### src/rtl/ptw_axi_arbiter_pkg.sv
// Shared page-walk pipeline constants: privilege modes, AXI encodings and
// the walker arbiter state encoding.
package ptw_axi_arbiter_pkg;

  localparam logic [1:0] PRIV_U = 2'b00;
  localparam logic [1:0] PRIV_S = 2'b01;
  localparam logic [1:0] PRIV_M = 2'b11;

  localparam logic [1:0] AXI_BURST_FIXED = 2'b00;
  localparam logic [1:0] AXI_BURST_INCR  = 2'b01;
  localparam logic [1:0] AXI_BURST_WRAP  = 2'b10;
  localparam logic [2:0] AXI_SIZE_8B     = 3'd3;

  localparam logic [1:0] AXI_RESP_OKAY   = 2'b00;
  localparam logic [1:0] AXI_RESP_EXOKAY = 2'b01;
  localparam logic [1:0] AXI_RESP_SLVERR = 2'b10;
  localparam logic [1:0] AXI_RESP_DECERR = 2'b11;

  typedef enum logic [1:0] {
    ST_IDLE = 2'd0,
    ST_ADDR = 2'd1,
    ST_DATA = 2'd2,
    ST_RESP = 2'd3
  } ptw_state_e;

  // Requester slots; index into the per-requester packed arrays.
  localparam int NUM_REQ = 2;
  localparam int REQ_I   = 0;
  localparam int REQ_D   = 1;

endpackage

### src/rtl/ptw_axi_arbiter_req_latch.sv
// Per-requester pending latch: holds one walk address until granted and
// flags any re-request made while the previous one is still outstanding.
module ptw_req_latch
  import ptw_axi_arbiter_pkg::*;
#(
  parameter int ADDR_WIDTH = 64
) (
  input  logic                  CLK,
  input  logic                  RST,
  input  logic                  req_pulse,
  input  logic [ADDR_WIDTH-1:0] req_addr,
  input  logic                  in_flight,
  input  logic                  grant,
  output logic                  req,
  output logic [ADDR_WIDTH-1:0] req_addr_eff,
  output logic                  overflow
);

  logic                  pending;
  logic [ADDR_WIDTH-1:0] addr_q;
  logic                  accept;

  assign accept       = req_pulse && !pending && !in_flight;
  assign overflow     = req_pulse && (pending || in_flight);
  // A fresh pulse can be granted on its own edge, bypassing the latch.
  assign req          = pending || accept;
  assign req_addr_eff = pending ? addr_q : req_addr;

  always_ff @(posedge CLK) begin
    if (RST) begin
      pending <= 1'b0;
      addr_q  <= '0;
    end else if (grant) begin
      pending <= 1'b0;
    end else if (accept) begin
      pending <= 1'b1;
      addr_q  <= req_addr;
    end
  end

endmodule

### src/rtl/ptw_axi_arbiter.sv
// ITLB/DTLB page-table-walk arbiter onto a single-outstanding AXI4 read port.
module ptw_axi_arbiter
  import ptw_axi_arbiter_pkg::*;
#(
  parameter int ADDR_WIDTH = 64,
  parameter int DATA_WIDTH = 64
) (
  input  logic                  CLK,
  input  logic                  RST,
  input  logic                  I_ADDR_VALID,
  input  logic [ADDR_WIDTH-1:0] I_ADDR,
  output logic                  I_DATA_VALID,
  input  logic                  D_ADDR_VALID,
  input  logic [ADDR_WIDTH-1:0] D_ADDR,
  output logic                  D_DATA_VALID,
  output logic [DATA_WIDTH-1:0] PTE_DATA,
  output logic                  PTE_ACCESS_FAULT,
  output logic                  PROTO_ERR,
  output logic [ADDR_WIDTH-1:0] ARADDR,
  output logic                  ARVALID,
  input  logic                  ARREADY,
  output logic [7:0]            ARLEN,
  output logic [2:0]            ARSIZE,
  output logic [1:0]            ARBURST,
  input  logic [DATA_WIDTH-1:0] RDATA,
  input  logic [1:0]            RRESP,
  input  logic                  RLAST,
  input  logic                  RVALID,
  output logic                  RREADY
);

  ptw_state_e state, state_nxt;

  logic [NUM_REQ-1:0]                 pulse, req, grant, in_flight, overflow;
  logic [NUM_REQ-1:0][ADDR_WIDTH-1:0] addr_in, addr_eff;

  logic                  owner_d;    // 1: DTLB owns the current transaction
  logic                  last_gnt_i; // 1: ITLB was granted most recently
  logic                  arb_en, any_req, win_d, busy, resp_err;
  logic [ADDR_WIDTH-1:0] araddr_q;
  logic [DATA_WIDTH-1:0] rdata_q;
  logic [1:0]            rresp_q;
  logic                  proto_err_q;

  assign pulse   = {D_ADDR_VALID, I_ADDR_VALID};
  assign addr_in = {D_ADDR, I_ADDR};

  genvar g;
  for (g = 0; g < NUM_REQ; g++) begin : g_req
    ptw_req_latch #(.ADDR_WIDTH(ADDR_WIDTH)) u_latch (
      .CLK          (CLK),
      .RST          (RST),
      .req_pulse    (pulse[g]),
      .req_addr     (addr_in[g]),
      .in_flight    (in_flight[g]),
      .grant        (grant[g]),
      .req          (req[g]),
      .req_addr_eff (addr_eff[g]),
      .overflow     (overflow[g])
    );
  end

  // Arbitration happens in IDLE and on the last cycle of RESP for back-to-back issue.
  assign busy      = (state != ST_IDLE);
  assign in_flight = busy ? (owner_d ? 2'b10 : 2'b01) : 2'b00;
  assign arb_en    = (state == ST_IDLE) || (state == ST_RESP);
  assign any_req   = |req;
  assign win_d     = req[REQ_D] && (!req[REQ_I] || last_gnt_i);
  assign grant[REQ_D] = arb_en && win_d;
  assign grant[REQ_I] = arb_en && req[REQ_I] && !win_d;

  always_ff @(posedge CLK) begin
    if (RST) state <= ST_IDLE;
    else     state <= state_nxt;
  end

  always_comb begin
    state_nxt = state;
    case (state)
      ST_IDLE: if (any_req) state_nxt = ST_ADDR;
      ST_ADDR: if (ARREADY) state_nxt = ST_DATA;
      ST_DATA: if (RVALID && RLAST) state_nxt = ST_RESP;
      ST_RESP: state_nxt = any_req ? ST_ADDR : ST_IDLE;
      default: state_nxt = ST_IDLE;
    endcase
  end

  always_ff @(posedge CLK) begin
    if (RST) begin
      owner_d     <= 1'b0;
      last_gnt_i  <= 1'b1;
      araddr_q    <= '0;
      rdata_q     <= '0;
      rresp_q     <= AXI_RESP_OKAY;
      proto_err_q <= 1'b0;
    end else begin
      if (arb_en && any_req) begin
        owner_d    <= win_d;
        last_gnt_i <= !win_d;
        araddr_q   <= win_d ? addr_eff[REQ_D] : addr_eff[REQ_I];
      end
      if (state == ST_DATA && RVALID && RLAST) begin
        rdata_q <= RDATA;
        rresp_q <= RRESP;
      end
      proto_err_q <= proto_err_q || (|overflow);
    end
  end

  assign resp_err         = (rresp_q != AXI_RESP_OKAY);
  assign ARVALID          = (state == ST_ADDR);
  assign ARADDR           = araddr_q;
  assign ARLEN            = 8'd0;
  assign ARSIZE           = AXI_SIZE_8B;
  assign ARBURST          = AXI_BURST_INCR;
  assign RREADY           = (state == ST_DATA);
  assign I_DATA_VALID     = (state == ST_RESP) && !owner_d;
  assign D_DATA_VALID     = (state == ST_RESP) && owner_d;
  assign PTE_ACCESS_FAULT = (state == ST_RESP) && resp_err;
  assign PTE_DATA         = ((state == ST_RESP) && !resp_err) ? rdata_q : '0;
  assign PROTO_ERR        = proto_err_q;

endmodule
### config.mk
export PLATFORM = sky130hd
export DESIGN_NAME = ptw_axi_arbiter
export DESIGN_NICKNAME = d
export VERILOG_FILES = /design/src/rtl/ptw_axi_arbiter_pkg.sv /design/src/rtl/ptw_axi_arbiter_req_latch.sv /design/src/rtl/ptw_axi_arbiter.sv
export SDC_FILE = /design/constraint.sdc
export NUM_CORES = 1
export LEC_CHECK = 0
export BUFFER_PORTS_ARGS = -buffer_cell sky130_fd_sc_hd__buf_4
export CAP_MARGIN = 40
export CORE_MARGIN = 2
export CORE_UTILIZATION = 35
export CTS_CLUSTER_DIAMETER = 200
export DETAILED_ROUTE_END_ITERATION = 7
export PLACE_DENSITY = 0.64
export SLEW_MARGIN = 20
export SYNTH_ARGS = -nofsm -noshare
export SYNTH_HDL_FRONTEND = slang
export SYNTH_SLANG_ARGS = --single-unit
### constraint.sdc
create_clock -name CLK -period 1.9 [get_ports CLK]
set_clock_uncertainty 0.1 [all_clocks]
set_input_delay 0.095 -clock CLK [delete_from_list [all_inputs] [get_ports CLK]]
set_output_delay 0.095 -clock CLK [all_outputs]
set_load 0.005 [all_outputs]
Word level (Yosys, flattened, before mapping) --
Index checks and enable logic that the tools add are counted.
Word-level totals: register bits after elaboration 265, latch bits 0, memory bits (writable) 0, ROM bits 0, output and inout bits 147, memories 0
Cells by class: add/subtract/negate cells 0, $mul 0, div/mod/pow operators 0, order comparisons 0, equal/unequal tests 6, shifts and indexed selects 0, multiplexer cells 11, bitwise logic cells 2, reductions and logical operators 43
Operator list (number):
- $mux W64 | 4
- $logic_and A1 B1 Y1 | 18
- $mux W2 | 5
- $logic_not A1 Y1 | 8
- $pmux W2 S4 | 1
- $reduce_or A2 Y1 | 4
- $logic_or A1 B1 Y1 | 7
- $eq A2 B2 Y1 const B | 2
- $ne A2 B1 Y1 const B | 2
- $reduce_and A2 Y1 | 2
- $reduce_bool A2 Y1 | 2
- $reduce_and A3 Y1 | 1
- $eq A2 B1 Y1 const B | 1
- $logic_not A2 Y1 | 1
- $ne A2 B2 Y1 const B | 1
- $not A1 Y1 | 2
- $mux W1 | 1

Depth between registers and ports, before layout --
Gate-level depths: netlist of the first run.
word-level depth 12, depth in mapped cells 9

By module --
From an unflattened synthesis of the first run, not the netlist that was laid out.
Unflattened totals: cell total of the unflattened synthesis 1444, area total of the unflattened synthesis 13664.4 µm²
By module, submodules not included:
- ptw_req_latch | instances 2, cells an instance 356, area each 3748.6 µm², seq. area each 1301.2 µm²
- ptw_axi_arbiter | instances 1, cells an instance 732, area each 6167.2 µm², seq. area each 2702.6 µm²

Worst setup path before layout of the first run --
No wires, ideal clock.
path kind register to register, start point register state[0], end point register araddr_q[10] (netlist: ARADDR[10]), setup time 0.122 ns, data arrival time 1.812 ns, required time 1.678 ns, setup slack -0.134 ns, stages on the path, launching flop included 10, path buffers 3, period minus slack after synthesis 2.034 ns, cells stage by stage dfxtp_1 -> inv_1 -> ha_1 -> buf_6 -> nand2b_1 -> a21o_1 -> and2_1 -> buf_6 -> buf_4 -> a221o_1
Between the ends: word-level cells in the longest chain between the ends 9, elaborated cells on any way between the ends 17, classes of those cells 1 x eq/ne; 2 x mux; 14 x reduce/logical
Ends and longest elaborated chain:
- start, declared | line ptw_axi_arbiter.sv:32 | ptw_state_e state, state_nxt;
- start signal, assigned | line ptw_axi_arbiter.sv:74 | else state <= state_nxt;
- $reduce_bool A2 Y1 | line ptw_axi_arbiter.sv:64 | assign busy = (state != ST_IDLE);
- $mux W2 | line ptw_axi_arbiter.sv:65 | assign in_flight = busy ? (owner_d ? 2'b10 : 2'b01) : 2'b00;
- $logic_not A1 Y1 | line ptw_axi_arbiter_req_latch.sv:23 | assign accept = req_pulse && !pending && !in_flight;
- $logic_and A1 B1 Y1 | line ptw_axi_arbiter_req_latch.sv:23
- $logic_or A1 B1 Y1 | line ptw_axi_arbiter_req_latch.sv:26 | assign req = pending || accept;
- $logic_not A1 Y1 | line ptw_axi_arbiter.sv:68 | assign win_d = req[REQ_D] && (!req[REQ_I] || last_gnt_i);
- $logic_or A1 B1 Y1 | line ptw_axi_arbiter.sv:68
- $logic_and A1 B1 Y1 | line ptw_axi_arbiter.sv:68
- $mux W64 | line ptw_axi_arbiter.sv:100 | araddr_q <= win_d ? addr_eff[REQ_D] : addr_eff[REQ_I];
- end signal, assigned | line ptw_axi_arbiter.sv:100
- end, declared | line ptw_axi_arbiter.sv:40 | logic [ADDR_WIDTH-1:0] araddr_q;
Parallel ways exist; a longest one is shown, timed or not. A chain may end at the register's enable or synchronous reset.

Final worst setup path of the first run --
start point register state[1], end point register araddr_q[18] (netlist: ARADDR[18])
The elaborated chain is that of the path after synthesis.

==> out/qor.yml, run 1 <==
cp.required_ns: 2.27
swShare_pct: 41.9
synthFlopType: "dfxtp_1"
min_path_type: "input port to register"
p_int_mw: 20.5
remaining_drc_errors: 0
cpPeakStageDelay_ns: 0.35
max_freq_mhz: 437
die_y_um: 194
place_area_mm2: 0.0158
finalCritPeriodShare_pct: 121
maxCapViolations: 0
cts-buffers-inserted: 30
most-common-layout-cells: "buf_4, dfxtp_1, dlygate4sd3_1"
endpoint_kind: "register"
violations: "negative setup slack"
num_rows: 69
h-tree-depth: 1
slew_viol_final: 0
cts_root_buffer: "clkbuf_16"
drive_above_1_share_pct: 40.5
reg2regPathDepth: 11
syn2layout_area_growth_pct: 76.6
dp.cells: 2167
synth_area_leaders: "dfxtp_1, mux2i_1, a21oi_1"
grt_setup_unrepaired: "yes"
p_switching_mw: 14.8
wirelength_um: 61100
insertion_delay_ns: 0.59
p_seq_share_pct: 23.2
combPwrFrac_pct: 59.8
grt_overflow_total: 0
netlist.top_cell.by_area: "dfxtp_1"
ys_types: 45
fin_setup_tns_ns: -56.41
fin_nets: 2241
portBuffers: 334
synth_edf_count: 0
crit_path_frequent_cell: "buf_12"
yosysSeqAreaShare_pct: 41.9
arrival_ns: 2.66
worstMarginPinSlew_ns: 0.847
gp_congestion: 0.818
grt_pass1_wl_um: 78700
p_leak_nw: 8.38
clock_sinks: 265
yosysTopAreaCellShare_pct: 41.9
p_total_mw: 35.2
synth-seq-cells: 265
fill_cells: 2626
initial_core_util_pct: 35.6
crit_fanout: 6
hpwlAfterDp_um: 29300
antenna_found_initial: 5
num_io_pins: 348
final_common_cell: "buf_4"
core_area_mm2: 0.0356
num_vias: 14500
holdPathStages: 5
dr.pass1.iters: 5
fin_crit_ns: 2.29
syn_inst: 1473
finalHoldViolCount: 0
p_clk_share_pct: 17.0
grt_pass1_vias: 13600
status: "complete, but fails checks"
ir_drop_uv: 1160
drt_iter0_markers: 1273
syn-cell-area_mm2: 0.0127
grt_max_degree: 124
wl_per_cell_um: 24.2
die_area_mm2: 0.0377
synth_async_sr_flop_share_pct: 0
layoutNonFillerInstCount: 2525
synth_area_per_cell_um2: 8.59
fin_area_mm2: 0.0223
max_slew_margin_pct: 43.5
setup_slack_ns: -0.390
yosys_warnings: 0
crit_chain: "buf_4, inv_4, ha_4, buf_12, nor3b_4, a221oi_4, nor2_4, buf_12, buf_8, buf_16, a221o_1"
ctsLongestPathBuffers: 3
p_per_area_mw_per_mm2: 1580
pre_cts_ws_ns: -0.104
worst_setup_path_start_kind: "register"
drtAntennaViolNets: 0
grtUsageTotal_pct: 26.0
path_class: "register to register"
cts_tree: "yes"
vias_per_cell: 5.76
clk_pin_slew_worst_paths_ns: 0.07
die_w_um: 194
crit_path_top_delay_cell: "a221oi_4"
finalSetupViolCount: 259
==> cell type report <==
type,instances,area [um2],area share (%)
Multi-Input combinational cell,1045,7980,35.7
Timing Repair Buffer,687,7410,33.2
Sequential cell,265,5320,23.8
Clock buffer,47,916,4.10
Tap cell,461,577,2.58
Clock inverter,9,101,0.454
Inverter,7,28.8,0.129
Antenna cell,4,10.0,0.0448
==> logic make-up (layout without fill, tap and decap cells) <==
logic type | count (synthesis) | in the layout | share of synthesized area, %
DFF | 265 | 265 | 41.9
AOI/OAI and AO/OA | 477 | 478 | 24.8
other | 2 | 17 | 0.0594
muxes | 127 | 127 | 10.1
and+or+nand+nor | 423 | 423 | 15.6
adders and majority gates | 4 | 4 | 0.396
buffers and inverters | 175 | 750 | 7.18
==> what timing repair did <==
action / CTS / global route
setup buffers: 30 / 11
hold endpoints to repair: 264 / 0
resized for setup: 142 / 314
endpoints found under the setup margin: 132 / 306
hold buffers: 200 / 0
pin swaps: 97 / 196
gates cloned: 27 / 38
==> per-layer routing <==
layer / part of all wire (%) / GRT usage [%] / wire (um) / vias to the layer above
li1: - / - / - / 6407
met1: 36 / 31.8 / 22200 / 6967
met2: 48 / 44.5 / 29300 / 928
met3: 9.4 / 5.86 / 5720 / 245
met4: 6.4 / 9.54 / 3890 / 2
met5: 0.020 / 0 / 12 / -
==> cell usage after synthesis (all sizes together) (3+ instances only) <==
library cell	number
and3	3
ha	4
nand2b	5
clkbuf	86
o21ai	135
a21oi	199
a221o	63
nand3	131
a211oi	63
buf	82
mux2i	126
nand2	137
and2	66
inv	7
nor2	73
o21a	3
dfxtp	265
==> state kept, by name (all words and copies together), names as in the netlist <==
signal / cells
owner_d: 1
rresp_q: 2
last_gnt_i: 1
state: 2
g_req.u_latch.addr_q: 128
ARADDR: 64
rdata_q: 64
PROTO_ERR: 1
g_req.u_latch.pending: 2
==> path summary, 6_finish.rpt <==
kind | from | end | slack [ns]
hold / removal | RLAST | rdata_q[51]$_SDFFE_PP0P_ | 0.05
setup / recovery | state[1]$_SDFFE_PP0P_ | ARADDR[18]$_SDFFE_PP0P_ | -0.39
hold reg to reg | rdata_q[12]$_SDFFE_PP0P_ | rdata_q[12]$_SDFFE_PP0P_ | 0.35
setup reg to reg | state[1]$_SDFFE_PP0P_ | ARADDR[18]$_SDFFE_PP0P_ | -0.39
==> critical path: cells and delay by family (launching register included) <==
kind | cells | cell delay [ns]
simple gates | 2 | 0.14
compound gates | 2 | 0.70
buf+inv | 6 | 0.75
fa+ha+maj | 1 | 0.15
flops | 1 | 0.33
==> power groups by stage <==
stage	clock network [mW]	logic (mW)	registers, mW
6_report	5.99	21.1	8.17
4_1_cts	5.99	14.9	8.08
3_5_place_dp	0	11.3	8.16
3_3_place_gp	0	11.1	8.14
2_1_floorplan	0	6.95	7.83
5_1_grt	6.24	21.6	8.28
==> per-stage QoR <==
stage                     utilization [%]  hold WS (ns)
final                                62.8        0.0507
after CTS                            56.8        0.0299
after global placement               44.3         0.242
after detailed placement             44.3         0.251
after floorplan                         -         0.131
after global routing                 62.8        0.0667
(Power assumes the default switching activity.)
==> run 2, diff against run 1 <==
--- a/config.mk
+++ b/config.mk
@@ -9,6 +9,7 @@
 export CAP_MARGIN = 40
 export CORE_MARGIN = 2
 export CORE_UTILIZATION = 35
+export CTS_BUF_LIST = sky130_fd_sc_hd__clkbuf_2
 export CTS_CLUSTER_DIAMETER = 200
 export DETAILED_ROUTE_END_ITERATION = 7
 export PLACE_DENSITY = 0.64
==> out/qor.yml, run 2 (same netlist as run 1, synthesis figures left out) <==
status: "complete, but fails checks"
violations: "negative setup slack"
grt_setup_unrepaired: "yes"
drive_above_1_share_pct: 36.1
largest_reg_flops: 128
holdPathStages: 5
remaining_drc_errors: 0
p_clk_share_pct: 14.1
hold_end: "ARADDR[53]$_SDFFE_PP0P_"
fin_crit_ns: 2.60
die_y_um: 194
cts_root_buffer: "clkbuf_2"
finalHoldViolCount: 0
wirelength_um: 65000
slew_viol_final: 0
ctsLongestPathBuffers: 3
initial_core_util_pct: 35.6
arrival_ns: 2.40
drt_iter0_markers: 1412
max_slew_margin_pct: 50.0
path_class: "register to primary output"
min_path_type: "input port to register"
h-tree-depth: 3
drtAntennaViolNets: 0
cp.required_ns: 1.70
fin_nets: 2492
reg2regPathDepth: 12
crit_path_top_delay_cell: "dfxtp_2"
num_io_pins: 348
fin_util_pct: 66.2
hold_slack_ns: 0.0803
worstMarginPinSlew_ns: 0.749
grt_pass1_vias: 15600
num_rows: 69
p_leak_nw: 9.21
setup_slack_ns: -0.699
clk_pin_slew_worst_paths_ns: 0.09
rrSetupSlack_ns: -0.36
startpoint: "state[1]$_SDFFE_PP0P_"
portBuffers: 334
insertion_delay_ns: 0.99
wl_per_cell_um: 23.1
endpoint_kind: "primary output"
finalCritPeriodShare_pct: 137
syn2layout_area_growth_pct: 86.1
worst_path_dominant_cell_family: "buffers and inverters"
critPathBufInv: 5
num_vias: 16000
most-common-layout-cells: "dlygate4sd3_1, buf_4, dfxtp_1"
worst_setup_path_start_kind: "register"
r2r-end: "ARADDR[43]$_SDFFE_PP0P_"
grt_max_degree: 124
grt_overflow_total: 0
p_int_mw: 18.3
core_area_mm2: 0.0356
hpwlAfterDp_um: 29300
grtUsageTotal_pct: 29.0
p_total_mw: 32.6
reg2reg_from: "state[1]$_SDFFE_PP0P_"
cts-buffers-inserted: 75
crit_chain: "buf_6, ha_4, nor3b_4, buf_6, buf_6, buf_16, and2_4, buf_6"
hold_start: "I_ADDR[53]"
combPwrFrac_pct: 60.6
die_w_um: 194
cts_tree: "yes"
clock_sinks: 265
crit_path_frequent_cell: "buf_6"
dr.pass1.iters: 6
regMostFlops: "g_req.u_latch.addr_q"
maxCapViolations: 0
crit_fanout: 8
antenna_found_initial: 6
finalSetupViolCount: 261
gp_congestion: 0.818
ir_drop_uv: 1350
swShare_pct: 43.9
max_freq_mhz: 385
die_area_mm2: 0.0377
vias_per_cell: 5.69
grt_pass1_wl_um: 87400
final_common_cell: "dlygate4sd3_1"
p_seq_share_pct: 25.3
cpPeakStageDelay_ns: 0.36
p_switching_mw: 14.3
p_per_area_mw_per_mm2: 1380
-- run 2: final cells by class --
cell class	instances	area, um2
Timing Repair Buffer	893	9330
Sequential cell	265	5320
Multi-Input combinational cell	1045	7570
Clock inverter	15	124
Inverter	7	36.3
Fill cell	2490	12000
Tap cell	461	577
Clock buffer	115	576
Antenna cell	9	22.5
-- run 2: timing repair --
| item | CTS | global route |
|---|---|---|
| gates cloned | 30 | 25 |
| resized for setup | 132 | 242 |
| hold buffers | 399 | 0 |
| setup buffers | 38 | 30 |
| endpoints found under the hold margin | 265 | 0 |
| pin swaps | 52 | 97 |
| setup endpoints to repair | 147 | 311 |
-- run 2: worst max path at each step --
stage / end / cells after the start
floorplan: ARADDR[10]$_SDFFE_PP0P_ / 9
finish: PTE_DATA[34] / 8
global placement: ARADDR[1]$_SDFFE_PP0P_ / 7
global route: PTE_DATA[34] / 8
CTS: PTE_DATA[7] / 8
detailed placement: ARADDR[27]$_SDFFE_PP0P_ / 7
-- run 2: power groups by stage --
| stage | registers, mW | logic, mW | clock network [mW] |
|---|---|---|---|
| 6_report | 8.23 | 19.7 | 4.60 |
| 5_1_grt | 8.31 | 20.4 | 4.89 |
| 4_1_cts | 8.05 | 15.0 | 4.55 |
| 3_5_place_dp | 8.16 | 11.3 | 0 |
| 3_3_place_gp | 8.14 | 11.1 | 0 |
| 2_1_floorplan | 7.83 | 6.95 | 0 |
-- run 2: routing by layer --
metal,up-vias,global-route usage [%],routed length (um)
met1,7624,33.7,23100
met3,312,7.39,6380
met4,2,15.2,4260
li1,6964,-,-
met2,1092,49.1,31200
met5,-,0,13
-- run 2: worst min-delay path: stages --
cell and delay [ns]:
dlygate4sd3_1 0.55, buf_4 0.12, mux2i_1 0.07, a211oi_1 0.17, a221o_1 0.12
-- run 2: through the flow --
| stage | worst slack (ns) | cell area, um2 | instances | TNS, ns |
|---|---|---|---|---|
| finish | -0.699 | 23600 | 2810 | -72.25 |
| global route | -0.866 | 23500 | 2805 | -100.31 |
| CTS | -0.755 | 22100 | 2764 | -79.70 |
| detailed placement | -0.104 | 15800 | 2167 | -4.57 |
| global placement | -0.0524 | 15800 | 2167 | -1.79 |
| floorplan | -0.00151 | 12700 | 1484 | -0.0755 |
